**src/rtl/uart_rx_pkg.sv**
```systemverilog
// rtl/uart_rx_pkg.sv - shared constants and FSM state type for the UART receiver
package uart_rx_pkg;
   localparam logic [7:0]  ADR_CLK_DIV  = 8'h00;
   localparam logic [7:0]  ADR_DATA     = 8'h04;
   localparam logic [7:0]  ADR_STATUS   = 8'h08;

   localparam int          STAT_VALID   = 0;
   localparam int          STAT_OVF     = 1;
   localparam int          STAT_FERR    = 2;
   localparam int          STAT_CNT_LSB = 4;

   localparam logic [31:0] EMPTY_READ   = 32'hFFFF_FFFF;

   typedef enum logic [2:0] {IDLE, START, DATA, STOP, BREAK} rx_state_t;
endpackage

```
**src/rtl/uart_rx_wb_if.sv**
```systemverilog
// rtl/uart_rx_wb_if.sv - Wishbone slave bus bundle for the UART receiver
interface uart_rx_wb_if;
   logic        wb_stb_i;
   logic        wb_cyc_i;
   logic        wb_we_i;
   logic [3:0]  wb_sel_i;
   logic [31:0] wb_adr_i;
   logic [31:0] wb_dat_i;
   logic        wb_ack_o;
   logic [31:0] wb_dat_o;

   modport master (output wb_stb_i, wb_cyc_i, wb_we_i, wb_sel_i, wb_adr_i, wb_dat_i,
                   input  wb_ack_o, wb_dat_o);
   modport slave  (input  wb_stb_i, wb_cyc_i, wb_we_i, wb_sel_i, wb_adr_i, wb_dat_i,
                   output wb_ack_o, wb_dat_o);
endinterface

```
**src/rtl/uart_rx_fifo.sv**
```systemverilog
// rtl/uart_rx_fifo.sv - synchronous FIFO, DEPTH must be a power of 2 and >= 2
module uart_rx_fifo #(
   parameter  int DEPTH = 8,
   parameter  int WIDTH = 8,
   localparam int AW    = $clog2(DEPTH)
) (
   input  logic             i_clk,
   input  logic             i_rst_n,
   input  logic             i_push,
   input  logic [WIDTH-1:0] i_din,
   input  logic             i_pop,
   output logic [WIDTH-1:0] o_dout,
   output logic             o_full,
   output logic             o_empty,
   output logic [AW:0]      o_count
);
   logic [WIDTH-1:0] r_mem [DEPTH];
   logic [AW:0]      r_wr_ptr;
   logic [AW:0]      r_rd_ptr;
   logic             w_do_push;
   logic             w_do_pop;

   // A push into a full FIFO is accepted only when a pop frees the slot in the same cycle
   assign w_do_push = i_push && (!o_full || i_pop);
   assign w_do_pop  = i_pop && !o_empty;
   assign o_empty   = (r_wr_ptr == r_rd_ptr);
   assign o_full    = (r_wr_ptr[AW] != r_rd_ptr[AW]) && (r_wr_ptr[AW-1:0] == r_rd_ptr[AW-1:0]);
   assign o_count   = r_wr_ptr - r_rd_ptr;
   assign o_dout    = r_mem[r_rd_ptr[AW-1:0]];

   // Pointer update; the extra MSB separates full from empty and wraps naturally
   always_ff @(posedge i_clk or negedge i_rst_n) begin
      if (!i_rst_n) begin
         r_wr_ptr <= '0;
         r_rd_ptr <= '0;
      end else begin
         if (w_do_push) r_wr_ptr <= r_wr_ptr + 1'b1;
         if (w_do_pop)  r_rd_ptr <= r_rd_ptr + 1'b1;
      end
   end

   // Storage write; contents need no reset since the pointers define validity
   always_ff @(posedge i_clk) begin
      if (w_do_push) r_mem[r_wr_ptr[AW-1:0]] <= i_din;
   end
endmodule

```
**src/rtl/uart_rx_wb.sv**
```systemverilog
// rtl/uart_rx_wb.sv - 8N1 UART receiver with FIFO and Wishbone registers; option UART_RX_FRAME_ERR_EN
module uart_rx_wb
   import uart_rx_pkg::*;
#(
   parameter logic [31:0] BASE_ADR   = 32'h3000_0000,
   parameter int          FIFO_DEPTH = 8,
   parameter logic [31:0] DIV_RESET  = 32'd1
) (
   input  logic        wb_clk_i,
   input  logic        wb_rstn_i,
   uart_rx_wb_if.slave wb,
   input  logic        ser_rx,
   output logic        rx_valid_o,
   output logic        rx_ovf_o
);
   localparam int AW = $clog2(FIFO_DEPTH);

   logic        r_sync1, r_srx, r_srx_d;
   logic [31:0] r_clk_div, r_cnt, r_dat_o;
   rx_state_t   r_state;
   logic [2:0]  r_bit_idx;
   logic [7:0]  r_shift;
   logic        r_push, r_ovf, r_ack;
   logic        w_ferr;
   logic [31:0] w_div_eff, w_rdata, w_status, w_cnt32;
   logic [3:0]  w_cnt_sat;
   logic [7:0]  w_ofs, w_fifo_dout;
   logic        w_access, w_wr, w_rd, w_pop, w_full, w_empty, w_overflow;
   logic [AW:0] w_count;

   assign w_div_eff  = (r_clk_div == 32'd0) ? 32'd1 : r_clk_div;
   assign w_access   = wb.wb_stb_i && wb.wb_cyc_i && (wb.wb_adr_i[31:8] == BASE_ADR[31:8]) && !r_ack;
   assign w_ofs      = wb.wb_adr_i[7:0];
   assign w_wr       = w_access && wb.wb_we_i;
   assign w_rd       = w_access && !wb.wb_we_i;
   assign w_pop      = w_rd && (w_ofs == ADR_DATA) && !w_empty;
   assign w_overflow = r_push && w_full && !w_pop;
   assign w_cnt32    = 32'(w_count);
   assign w_cnt_sat  = (w_cnt32 > 32'd15) ? 4'hF : w_cnt32[3:0];

   // STATUS word assembly
   always_comb begin
      w_status                     = '0;
      w_status[STAT_VALID]         = !w_empty;
      w_status[STAT_OVF]           = r_ovf;
      w_status[STAT_FERR]          = w_ferr;
      w_status[STAT_CNT_LSB +: 4]  = w_cnt_sat;
   end

   // Read data mux; unmapped offsets read as zero
   always_comb begin
      w_rdata = '0;
      case (w_ofs)
         ADR_CLK_DIV: w_rdata = r_clk_div;
         ADR_DATA:    w_rdata = w_empty ? EMPTY_READ : {24'h0, w_fifo_dout};
         ADR_STATUS:  w_rdata = w_status;
         default:     w_rdata = '0;
      endcase
   end

   // Two-flop synchroniser plus one delayed copy for start-edge detection
   always_ff @(posedge wb_clk_i or negedge wb_rstn_i) begin
      if (!wb_rstn_i) begin
         r_sync1 <= 1'b1;
         r_srx   <= 1'b1;
         r_srx_d <= 1'b1;
      end else begin
         r_sync1 <= ser_rx;
         r_srx   <= r_sync1;
         r_srx_d <= r_srx;
      end
   end

   // Bus side: single-cycle ack, read data, CLK_DIV byte-lane writes, sticky overflow
   always_ff @(posedge wb_clk_i or negedge wb_rstn_i) begin
      if (!wb_rstn_i) begin
         r_ack     <= 1'b0;
         r_dat_o   <= '0;
         r_clk_div <= DIV_RESET;
         r_ovf     <= 1'b0;
      end else begin
         r_ack   <= w_access;
         r_dat_o <= w_rd ? w_rdata : 32'h0;
         if (w_wr && (w_ofs == ADR_CLK_DIV)) begin
            for (int i = 0; i < 4; i++) begin
               if (wb.wb_sel_i[i]) r_clk_div[8*i +: 8] <= wb.wb_dat_i[8*i +: 8];
            end
         end
         // A new overflow takes priority over a simultaneous clear
         if (w_overflow)
            r_ovf <= 1'b1;
         else if (w_wr && (w_ofs == ADR_STATUS) && wb.wb_sel_i[0] && wb.wb_dat_i[STAT_OVF])
            r_ovf <= 1'b0;
      end
   end

`ifdef UART_RX_FRAME_ERR_EN
   logic r_ferr;
   assign w_ferr = r_ferr;
`else
   assign w_ferr = 1'b0;
`endif

   // Receive FSM: mid-bit sampling with a down-counter reloaded from CLK_DIV each bit
   always_ff @(posedge wb_clk_i or negedge wb_rstn_i) begin
      if (!wb_rstn_i) begin
         r_state   <= IDLE;
         r_cnt     <= '0;
         r_bit_idx <= '0;
         r_shift   <= '0;
         r_push    <= 1'b0;
`ifdef UART_RX_FRAME_ERR_EN
         r_ferr    <= 1'b0;
`endif
      end else begin
         r_push <= 1'b0;
`ifdef UART_RX_FRAME_ERR_EN
         if (w_wr && (w_ofs == ADR_STATUS) && wb.wb_sel_i[0] && wb.wb_dat_i[STAT_FERR])
            r_ferr <= 1'b0;
`endif
         case (r_state)
            IDLE: begin
               if (!r_srx && r_srx_d) begin
                  r_cnt   <= w_div_eff >> 1;
                  r_state <= START;
               end
            end
            START: begin
               if (r_cnt == 32'd0) begin
                  if (!r_srx) begin
                     r_cnt     <= w_div_eff;
                     r_bit_idx <= '0;
                     r_state   <= DATA;
                  end else begin
                     r_state <= IDLE;
                  end
               end else begin
                  r_cnt <= r_cnt - 32'd1;
               end
            end
            DATA: begin
               if (r_cnt == 32'd0) begin
                  r_shift   <= {r_srx, r_shift[7:1]};
                  r_cnt     <= w_div_eff;
                  r_bit_idx <= r_bit_idx + 3'd1;
                  if (r_bit_idx == 3'd7) r_state <= STOP;
               end else begin
                  r_cnt <= r_cnt - 32'd1;
               end
            end
            STOP: begin
               if (r_cnt == 32'd0) begin
`ifdef UART_RX_FRAME_ERR_EN
                  if (!r_srx) begin
                     r_ferr  <= 1'b1;
                     r_state <= BREAK;
                  end else begin
                     r_push  <= 1'b1;
                     r_state <= IDLE;
                  end
`else
                  r_push  <= 1'b1;
                  r_state <= IDLE;
`endif
               end else begin
                  r_cnt <= r_cnt - 32'd1;
               end
            end
            BREAK: begin
               if (r_srx) r_state <= IDLE;
            end
            default: r_state <= IDLE;
         endcase
      end
   end

   // r_shift is stable while the push pulse is high, so it feeds the FIFO directly
   uart_rx_fifo #(.DEPTH(FIFO_DEPTH), .WIDTH(8)) u_fifo (
      .i_clk   (wb_clk_i),
      .i_rst_n (wb_rstn_i),
      .i_push  (r_push),
      .i_din   (r_shift),
      .i_pop   (w_pop),
      .o_dout  (w_fifo_dout),
      .o_full  (w_full),
      .o_empty (w_empty),
      .o_count (w_count)
   );

   assign wb.wb_ack_o = r_ack;
   assign wb.wb_dat_o = r_dat_o;
   assign rx_valid_o  = !w_empty;
   assign rx_ovf_o    = r_ovf;
endmodule
```
**src/flat_wrapper.sv**
```systemverilog
// flat-port wrapper written by rule: the top's interface ports become plain ports
module uart_rx_wb_flat import uart_rx_pkg::*;
#(
   parameter logic [31:0] BASE_ADR   = 32'h3000_0000,
   parameter int          FIFO_DEPTH = 8,
   parameter logic [31:0] DIV_RESET  = 32'd1
)
  (wb_clk_i, wb_rstn_i, ser_rx, rx_valid_o, rx_ovf_o, wb_wb_stb_i, wb_wb_cyc_i, wb_wb_we_i, wb_wb_sel_i, wb_wb_adr_i, wb_wb_dat_i, wb_wb_ack_o, wb_wb_dat_o);
  uart_rx_wb_if wb_i ();
  input  logic wb_clk_i;
  input  logic wb_rstn_i;
  input  logic ser_rx;
  output logic rx_valid_o;
  output logic rx_ovf_o;
  input wire logic [$bits(wb_i.wb_stb_i)-1:0] wb_wb_stb_i;
  input wire logic [$bits(wb_i.wb_cyc_i)-1:0] wb_wb_cyc_i;
  input wire logic [$bits(wb_i.wb_we_i)-1:0] wb_wb_we_i;
  input wire logic [$bits(wb_i.wb_sel_i)-1:0] wb_wb_sel_i;
  input wire logic [$bits(wb_i.wb_adr_i)-1:0] wb_wb_adr_i;
  input wire logic [$bits(wb_i.wb_dat_i)-1:0] wb_wb_dat_i;
  output wire logic [$bits(wb_i.wb_ack_o)-1:0] wb_wb_ack_o;
  output wire logic [$bits(wb_i.wb_dat_o)-1:0] wb_wb_dat_o;
  assign wb_i.wb_stb_i = wb_wb_stb_i;
  assign wb_i.wb_cyc_i = wb_wb_cyc_i;
  assign wb_i.wb_we_i = wb_wb_we_i;
  assign wb_i.wb_sel_i = wb_wb_sel_i;
  assign wb_i.wb_adr_i = wb_wb_adr_i;
  assign wb_i.wb_dat_i = wb_wb_dat_i;
  assign wb_wb_ack_o = wb_i.wb_ack_o;
  assign wb_wb_dat_o = wb_i.wb_dat_o;
  uart_rx_wb #(.BASE_ADR(BASE_ADR), .FIFO_DEPTH(FIFO_DEPTH), .DIV_RESET(DIV_RESET)) u_core (.wb_clk_i(wb_clk_i), .wb_rstn_i(wb_rstn_i), .wb(wb_i), .ser_rx(ser_rx), .rx_valid_o(rx_valid_o), .rx_ovf_o(rx_ovf_o));
endmodule
```
**config.mk**
```make
export PLATFORM = sky130hd
export DESIGN_NAME = uart_rx_wb_flat
export DESIGN_NICKNAME = d
export VERILOG_FILES = /design/src/rtl/uart_rx_pkg.sv /design/src/rtl/uart_rx_wb_if.sv /design/src/rtl/uart_rx_fifo.sv /design/src/rtl/uart_rx_wb.sv /design/src/flat_wrapper.sv
export SDC_FILE = /design/constraint.sdc
export NUM_CORES = 1
export LEC_CHECK = 0
export BUFFER_PORTS_ARGS = -buffer_cell sky130_fd_sc_hd__buf_4
export CORE_MARGIN = 2
export CORE_UTILIZATION = 41
export CTS_CLUSTER_DIAMETER = 100
export DETAILED_ROUTE_END_ITERATION = 10
export GPL_ROUTABILITY_DRIVEN = 1
export HOLD_SLACK_MARGIN = 0.15
export PLACE_DENSITY_LB_ADDON = 0.08
export SLEW_MARGIN = 10
export SYNTH_ARGS = -nofsm -noshare
export SYNTH_HDL_FRONTEND = slang
export SYNTH_SLANG_ARGS = --single-unit
```
**constraint.sdc**
```tcl
create_clock -name wb_clk_i -period 4.3 [get_ports wb_clk_i]
set_input_delay 0.86 -clock wb_clk_i [delete_from_list [all_inputs] [get_ports wb_clk_i]]
set_output_delay 0.86 -clock wb_clk_i [all_outputs]
set_load 0.005 [all_outputs]
```
==> results.ini, run 1 <==
[worst_setup_path]
path_max_fanout = 20
cpMaxStageDelayCell = dfrtp_1
worst-path-stages = 6
path_cells = inv_1 > ha_1 > nand3_1 > nor2_1 > inv_2 > buf_4
rrSetupSlack_ns = 0.97
cp-start-kind = register
slowest_delay_ns = 0.94
arrival_ns = 2.55
crit_start = u_core.u_fifo.r_rd_ptr[1]
path_class = register to output port
crit_family = flip-flops
rr_startpoint = u_core.r_cnt[20]
worstRegToRegCells = 7
cp-end-kind = output port
worstPathRequired_ns = 3.44
critPathBufInv = 3

[synthesis]
ys.flop_type = dfrtp_1
synth_top_family_by_area = compound AO/OA/AOI/OAI gates
yosys_warnings = 0
ys_types = 70
avgSynthCellArea_um2 = 11.64
synth_fa_ha_area_frac = 0.01902
synth_xor_area_frac = 0.01175
netlist_instances = 769
synth_edf_count = 64
yosysSeqAreaShare = 0.5594
synth_compound_area_frac = 0.1460
ys_async_sr_fraction = 0.6578
synth_mux_area_frac = 0.09635
yosys.area_share.simple = 0.1403
syn-num-nets = 856
syn_area_um2 = 8947
yosys_register_bits = 187

[sta]
fmax_mhz = 293.6
clock_skew_ns = 0.01350
worstMarginPinSlew_ns = 1.043
setup_viol = 0
period_needed_ns = 3.406
slew_violations = 0
final.setup.worst_slack_ns = 0.8942
fin_setup_tns_ns = 0
fin_crit_sh = 0.7920
rsz0062_at_grt = false
hold_viol = 0
relSlewSlack = 0.3045

[drt]
vias = 6834
antenna_left = 0
first_iter_violations = 591
drt-total-wl_um = 24990
avgViaCountPerCell = 5.846
wire_per_inst_um = 21.37
drt_pass1_iterations = 5
route.detailed.drc = 0

[place]
place.gp.congestion = 0.8771
pre_cts_slack_ns = 0.7515
portBuffers = 108
dp_hpwl_um = 18070

[clock_network]
cts_tree = built
postCtsHoldBufs = 0
post_cts_resized = 0
cts_setup_buffers = 0
path_clk_slew_ns = 0.08
cts_root_buf = clkbuf_16
insertion_delay_ns = 0.44
cts-buffers-inserted = 17
htreeDepth = 4
cts_buffer_depth = 2
cts.sinks = 187

[floorplanning]
io_pins = 109
rows = 54
core_area_um2 = 21620
dieWidth_um = 151.7
dieArea_um2 = 23020
start_util = 0.4138
die_y_um = 151.7

[min_path]
min_path_type = register to register
hold_path_depth = 0
hp-start = u_core.r_sync1

[final_layout]
fin_nets = 963
drive_above_1_share = 0.2733
fillers = 1997
synthToLayoutAreaGrowth_pct = 19.30
diodes = 0

[job]
max_cap_viol_count = 0

[global_route]
grt_pass1_vias = 6971
grt_max_degree = 78
grt_overflow = 0
grt_first_pass_wirelength_um = 39450
grt_use_total = 0.2268
antenna_found_initial = 0

[power_and_ir_drop]
power_frac_seq = 0.377
p_leak_nw = 4.452
clkPwrFrac = 0.277
internal_power_mw = 3.541
combinationalPowerShare = 0.346
swShare = 0.3741
peakVddDrop_mv = 0.3034
p_switching_mw = 2.117
cellPowerDensity_nw_per_um2 = 530.1

[outcome]
status = finished clean

path summary, 6_finish.rpt:
check / end
setup / recovery: rx_valid_o
hold / removal: u_core.r_srx
setup reg to reg: u_core.r_cnt[11]
hold reg to reg: u_core.r_srx
max in group asynchronous: u_core.r_clk_div[0]
min in group asynchronous: u_core.r_clk_div[10]
registers in the layout, indices dropped and copies added (netlist names):
signal / count
u_core.u_fifo.r_wr_ptr: 4
u_core.u_fifo.r_mem: 64
u_core.rx_ovf_o: 1
u_core.r_state: 2
u_core.r_bit_idx: 3
u_core.u_fifo.r_rd_ptr: 4
u_core.r_shift: 8
u_core.r_push: 1
u_core.wb.wb_dat_o: 32
u_core.wb.wb_ack_o: 1
u_core.r_srx_d: 1
u_core.r_sync1: 1
u_core.r_srx: 1
u_core.r_cnt: 32
u_core.r_clk_div: 32
logic make-up (layout without fill, tap and decap cells):
logic type | Yosys count | after routing
AO/OA/AOI/OAI | 197 | 197
XOR/XNOR | 12 | 12
adder cells (fa/ha/maj) | 13 | 13
buffers and inverters | 55 | 175
flip-flops | 187 | 187
multiplexers | 61 | 61
AND/OR/NAND/NOR | 244 | 244
placed cells by master, fill, tap and decap left out, types with 4 or more instances in the layout:
cell / Yosys / layout
nand2b_1: 18 / 18
o21ai_0: 49 / 49
a211oi_1: 9 / 9
or3_1: 4 / 4
a32o_1: 13 / 13
o21a_1: 6 / 5
or2_2: 8 / 8
and3_1: 5 / 5
xor2_1: 6 / 6
ha_1: 12 / 12
o31ai_1: 18 / 18
a31oi_1: 8 / 8
edfxtp_1: 64 / 64
inv_6: 0 / 5
clkinv_8: 0 / 4
xnor2_1: 6 / 6
mux2i_1: 4 / 4
inv_1: 14 / 14
nor3_1: 24 / 23
nor4_1: 23 / 23
nor2_1: 56 / 56
dfstp_2: 4 / 4
buf_4: 1 / 125
clkbuf_16: 0 / 17
mux2_2: 41 / 41
a21oi_1: 51 / 51
nand4_1: 9 / 9
or4_1: 5 / 5
a21o_1: 7 / 7
nand3_1: 7 / 7
nand2_1: 63 / 63
dfrtp_1: 119 / 119
mux4_2: 16 / 16
a22o_1: 6 / 6
area by class of cell:
class	instances	area [um^2]	share of cell area
multi-input cells	527	3705	0.3471
well taps	280	350.3	0.03282
inverters	17	63.81	0.005978
repair buffers	126	958.4	0.08979
clock inverters	13	148.9	0.01395
clock buffers	19	442.9	0.04150
flip-flops and latches	187	5005	0.4689
cells in the mapped netlist (all sizes together), types with 3 or more instances:
cell      n  area share
edfxtp   64        0.21
o21ai    50       0.028
xnor2     6      0.0059
nor2     56       0.023
or3       7      0.0057
o21a      6      0.0050
or4       8      0.0077
and3      5      0.0035
dfstp     4       0.012
a221oi    3      0.0036
or2       8      0.0056
a22o      6      0.0059
ha       12       0.017
mux2     41       0.052
clkbuf   26       0.011
a21oi    51       0.029
nor4b     3      0.0029
a21o      7      0.0059
nand4     9      0.0063
nor4     24       0.018
inv      15      0.0063
nand3     7      0.0039
o31ai    19       0.017
nor3     24       0.013
nand2b   18       0.013
a211oi    9      0.0076
a31oi     8      0.0056
a32o     13       0.015
o211ai    3      0.0025
xor2      6      0.0059
and2      3      0.0024
buf      12      0.0092
o41ai     3      0.0029
mux4     16       0.040
nand2    63       0.026
mux2i     4      0.0045
dfrtp   119        0.33
nor2b     3      0.0021
layer usage:
| layer | global-route usage | vias up | routed length, um |
|---|---|---|---|
| li1 | - | 3125 | - |
| met1 | 0.2866 | 3445 | 10430 |
| met3 | 0.03653 | 45 | 1023 |
| met4 | 0.06898 | 0 | 670 |
| met5 | 0 | - | 0 |
| met2 | 0.4005 | 219 | 12860 |
through the flow:
step,hold slack [ns],area [um^2],cells,power (mW),utilization
after floorplan,0.3452,8947,769,3.574,-
after global placement,0.3486,10080,1137,4.029,0.4663
after detailed placement,0.3487,10080,1137,4.090,0.4663
after CTS,0.3596,10670,1169,5.654,0.4936
after global routing,0.3667,10670,1169,6.008,0.4937
final,0.3574,10670,1169,5.658,0.4937
power by group through the flow:
stage,sequential [mW],clock (mW),combinational (mW)
3_5_place_dp,2.16,0,1.93
3_3_place_gp,2.15,0,1.88
2_1_floorplan,2.12,0,1.45
6_report,2.13,1.57,1.96
4_1_cts,2.12,1.59,1.94
5_1_grt,2.15,1.68,2.17
No activity file was read; power rests on OpenSTA's default activity.
==> run 2: changes to the inputs <==
- clock period: 4.3 -> 3.22 ns (I/O delays scaled with it)
==> run 2 against run 1 <==
Hold slack lost 0.047 ns. Global-route usage grew 0.30 points. Utilization grew 0.71 points.
==> results.ini, run 2 (same netlist as run 1, synthesis figures left out) <==
[worst_setup_path]
crit_start = u_core.r_cnt[20]
cp-start-kind = register
path_class = register to register
rrSetupSlack_ns = 0.20
rr_startpoint = u_core.r_cnt[20]
path_max_fanout = 21
cp-end-kind = register
worstPathRequired_ns = 3.54
arrival_ns = 3.33

[drt]
avgViaCountPerCell = 5.726
wire_per_inst_um = 21.15
drt-total-wl_um = 25190
route.detailed.drc = 0
drt_pass1_iterations = 5
antenna_left = 0
first_iter_violations = 484
vias = 6820

[floorplanning]
dieArea_um2 = 23020
die_y_um = 151.7
dieWidth_um = 151.7
io_pins = 109
start_util = 0.4138
core_area_um2 = 21620
rows = 54

[sta]
fin_setup_tns_ns = 0
fmax_mhz = 331.4
slew_violations = 0
worstMarginPinSlew_ns = 0.8382
rsz0062_at_grt = false
clock_skew_ns = 0.01501
fin_crit_sh = 0.9370
relSlewSlack = 0.4391
setup_viol = 0
period_needed_ns = 3.017
hold_viol = 0

[final_layout]
layout.area.seq_um2 = 5005
fin_nets = 985
final_common_cell = buf_4
largest_register_ffs = 64
final_cell_mix = buf_4 (146), dfrtp_1 (119), edfxtp_1 (64)
synthToLayoutAreaGrowth_pct = 21.02
final_cells = 1191
drive_above_1_share = 0.2887
diodes = 0
post-route-util = 0.5008
multiInputGateArea_um2 = 3704
design_area_um2 = 10830
fillers = 1961

[clock_network]
postCtsHoldBufs = 1
insertion_delay_ns = 0.44
cts_root_buf = clkbuf_16
cts_tree = built
cts.sinks = 187
post_cts_resized = 0
cts-buffers-inserted = 17
htreeDepth = 4
cts_setup_buffers = 0
cts_buffer_depth = 2
path_clk_slew_ns = 0.08

[power_and_ir_drop]
p_total_mw = 7.618
peakVddDrop_mv = 0.3547
p_leak_nw = 4.544
cellPowerDensity_nw_per_um2 = 703.6

[min_path]
min_path_type = primary input to register
hp-start = ser_rx

[global_route]
grt_overflow = 0
antenna_found_initial = 0
grt_max_degree = 53
grt_first_pass_wirelength_um = 39850
grt_use_total = 0.2298
grt_pass1_vias = 6957

[place]
place.gp.congestion = 0.8412
place_area_um2 = 10240
dp_hpwl_um = 18480
placed_cells = 1158
portBuffers = 108

[outcome]
status = finished clean

[job]
max_cap_viol_count = 0

==> run 2: power by group <==
part / total [mW] / switching (mW) / internal, mW
Clock: 2.07 / 1.03 / 1.04
Combinational: 2.70 / 1.61 / 1.08
Sequential: 2.85 / 0.204 / 2.65
Total: 7.62 / 2.85 / 4.77
==> run 2: stage by stage <==
stage / worst slack (ns) / hold WS, ns
6_report: 0.2028 / 0.3100
3_3_place_gp: 0.04343 / 0.3466
2_1_floorplan: 0.2761 / 0.3452
3_5_place_dp: 0.09076 / 0.3468
4_1_cts: 0.2110 / 0.2999
5_1_grt: 0.05907 / 0.2808
==> run 2: critical path, stage by stage, from the launching register on <==
cell     delay [ns]
dfrtp_1        0.46
or4_4          0.61
or4_4          0.58
or3_4          0.50
o21a_1         0.23
buf_4          0.21
o21a_1         0.13
a22o_1         0.19
==> run 2: final timing paths <==
check,to,cells past startpoint
setup / recovery,u_core.r_cnt[0],7
max in group asynchronous,u_core.wb.wb_dat_o[6],3
setup reg to reg,u_core.r_cnt[0],7
hold reg to reg,u_core.r_srx,0
min in group asynchronous,u_core.wb.wb_dat_o[23],2
hold / removal,u_core.r_sync1,1
==> run 2: layout make-up <==
type / instances / share of cell area
inverters: 17 / 0.005893
well taps: 280 / 0.03235
flip-flops and latches: 187 / 0.4622
clock inverters: 14 / 0.01387
repair buffers: 148 / 0.1040
clock buffers: 18 / 0.03963
multi-input cells: 527 / 0.3420
==> run 2: metal layers <==
metal | wire length [um] | part of all wire | GRT usage | vias up
li1 | - | - | - | 3163
met1 | 10600 | 0.42 | 0.2955 | 3450
met2 | 13110 | 0.52 | 0.4052 | 178
met3 | 996 | 0.040 | 0.03144 | 29
met4 | 490 | 0.019 | 0.06759 | 0
met5 | 0 | 0 | 0 | -
==> run 3: changes to the inputs <==
- GPL_ROUTABILITY_DRIVEN: 1 -> not set
- clock period: 3.22 -> 3.04 ns (I/O delays scaled with it)
==> run 3 against run 2 <==
Register-to-register slack worse by 0.11 ns. Final cell count is 0.59% higher. Via count is 1.4% higher. Utilization is 0.20 points higher. Global-route usage is 0.062 points higher. Combinational power is 8.1% higher. Hold slack worse by 0.11 ns. Largest power group unchanged. Highest routed layer unchanged.
==> results.ini, run 3 (same netlist as run 1, synthesis figures left out) <==
[sta]
worstMarginPinSlew_ns = 0.6814
relSlewSlack = 0.5457
setup_viol = 0
fin_setup_tns_ns = 0
holdWs_ns = 0.1969
rsz0062_at_grt = false
fin_crit_sh = 0.9698
period_needed_ns = 2.948
slew_violations = 0
fmax_mhz = 339.2
hold_viol = 0
clock_skew_ns = 0.01174

[job]
max_cap_viol_count = 0

[place]
portBuffers = 108
dp_hpwl_um = 18710
place_area_um2 = 10300
place.gp.congestion = 0.8741
placed_cells = 1165

[global_route]
grt_first_pass_wirelength_um = 39780
grt_overflow = 0
grt_max_degree = 48
grt_use_total = 0.2304
antenna_found_initial = 0
grt_pass1_vias = 7001

[worst_setup_path]
worstPathRequired_ns = 3.36
slowest_delay_ns = 0.64
cpMaxStageDelayCell = or4_1
critPathMostFrequentCell = o21a_1
crit_family = simple AND/OR/NAND/NOR gates
path_cells = or4_1 > or4_4 > or3_4 > o21a_1 > buf_4 > o21a_1 > a22o_1
cp-start-kind = register
path_max_fanout = 21
arrival_ns = 3.26
path_class = register to register
cp-end-kind = register
critPathBufInv = 1

[floorplanning]
rows = 54
io_pins = 109
start_util = 0.4138
core_area_um2 = 21620
die_y_um = 151.7
dieArea_um2 = 23020
dieWidth_um = 151.7

[clock_network]
cts_setup_buffers = 0
cts.sinks = 187
htreeDepth = 4
cts_root_buf = clkbuf_16
cts-buffers-inserted = 17
cts_buffer_depth = 2
cts_tree = built
path_clk_slew_ns = 0.08
insertion_delay_ns = 0.43

[final_layout]
layout.area.seq_um2 = 5005
design_area_um2 = 10870
post-route-util = 0.5028
fillers = 1983
final_cells = 1198
final_common_cell = buf_4
largest_register_ffs = 64
final_cell_mix = buf_4 (152), dfrtp_1 (119), edfxtp_1 (64)
multiInputGateArea_um2 = 3705
synthToLayoutAreaGrowth_pct = 21.51
fin_nets = 991
drive_above_1_share = 0.2944

[drt]
avgViaCountPerCell = 5.773
vias = 6916
antenna_left = 0
drt-total-wl_um = 25400
wire_per_inst_um = 21.20
drt_pass1_iterations = 5
first_iter_violations = 432
route.detailed.drc = 0

[min_path]
min_path_type = primary input to async pin

[power_and_ir_drop]
p_leak_nw = 4.571
cellPowerDensity_nw_per_um2 = 742.0
peakVddDrop_mv = 0.3915

[outcome]
status = finished clean

## run 3: cell types whose count changed in the layout (fill, tap and decap cells not counted)
cell           delta
diode_2           +1
buf_4             +6
buf_12            +1
a41o_2            +1
a41o_1            -1
inv_6             -1
dlygate4sd3_1     -1
clkinv_4          +2
clkinv_8          -1
clkinv_1          +1
inv_8             -1
## run 3: worst paths after layout
| check | start | end | slack [ns] | depth (start not counted) |
|---|---|---|---|---|
| max in group asynchronous | wb_rstn_i | u_core.r_sync1 | 2.04 | 2 |
| min | wb_rstn_i | u_core.wb.wb_dat_o[25] | 0.20 | 1 |
| max | u_core.r_cnt[27] | u_core.r_cnt[0] | 0.09 | 7 |
| min reg2reg | u_core.r_sync1 | u_core.r_srx | 0.36 | 0 |
| max reg2reg | u_core.r_cnt[27] | u_core.r_cnt[0] | 0.09 | 7 |
| min in group wb_clk_i | ser_rx | u_core.r_sync1 | 0.28 | 1 |
## run 3: per-layer routing
layer | wire length [um] | vias up | global-route usage | share of wire
met5 | 0 | - | 0 | 0
met4 | 602 | 0 | 0.07639 | 0.024
met3 | 1026 | 43 | 0.03892 | 0.040
met2 | 13210 | 180 | 0.4025 | 0.52
met1 | 10560 | 3503 | 0.2910 | 0.42
li1 | - | 3190 | - | -
## run 3: area by class of cell
| type | count | share of cell area |
|---|---|---|
| Inverter | 17 | 0.005869 |
| Multi-Input combinational cell | 527 | 0.3408 |
| Clock inverter | 14 | 0.01243 |
| Antenna cell | 1 | 0.0002302 |
| Tap cell | 280 | 0.03222 |
| Sequential cell | 187 | 0.4604 |
| Clock buffer | 18 | 0.03948 |
| Timing Repair Buffer | 154 | 0.1086 |
## run 3: what timing repair did
item / in CTS / in global routing
endpoints found under the hold margin: 0 / 0
setup endpoints to repair: 0 / 5
gates resized for setup: 0 / 1
hold buffers: 0 / 0
## run 3: power by group
part | internal, mW | switching, mW
registers | 2.80 | 0.203
clock network | 1.09 | 1.06
logic | 1.20 | 1.72
## run 3: worst register-to-register path: stages, from the launching register on
cell	delay, ns
dfrtp_1	0.45
or4_1	0.64
or4_4	0.50
or3_4	0.50
o21a_1	0.23
buf_4	0.21
o21a_1	0.13
a22o_1	0.19
## run 3: per-stage QoR
stage | power [mW] | setup slack, ns
floorplan | 5.056 | 0.09609
global placement | 5.837 | 0.1427
detailed placement | 5.928 | 0.08100
CTS | 8.089 | 0.09994
global route | 8.548 | 0.008797
finish | 8.067 | 0.09168
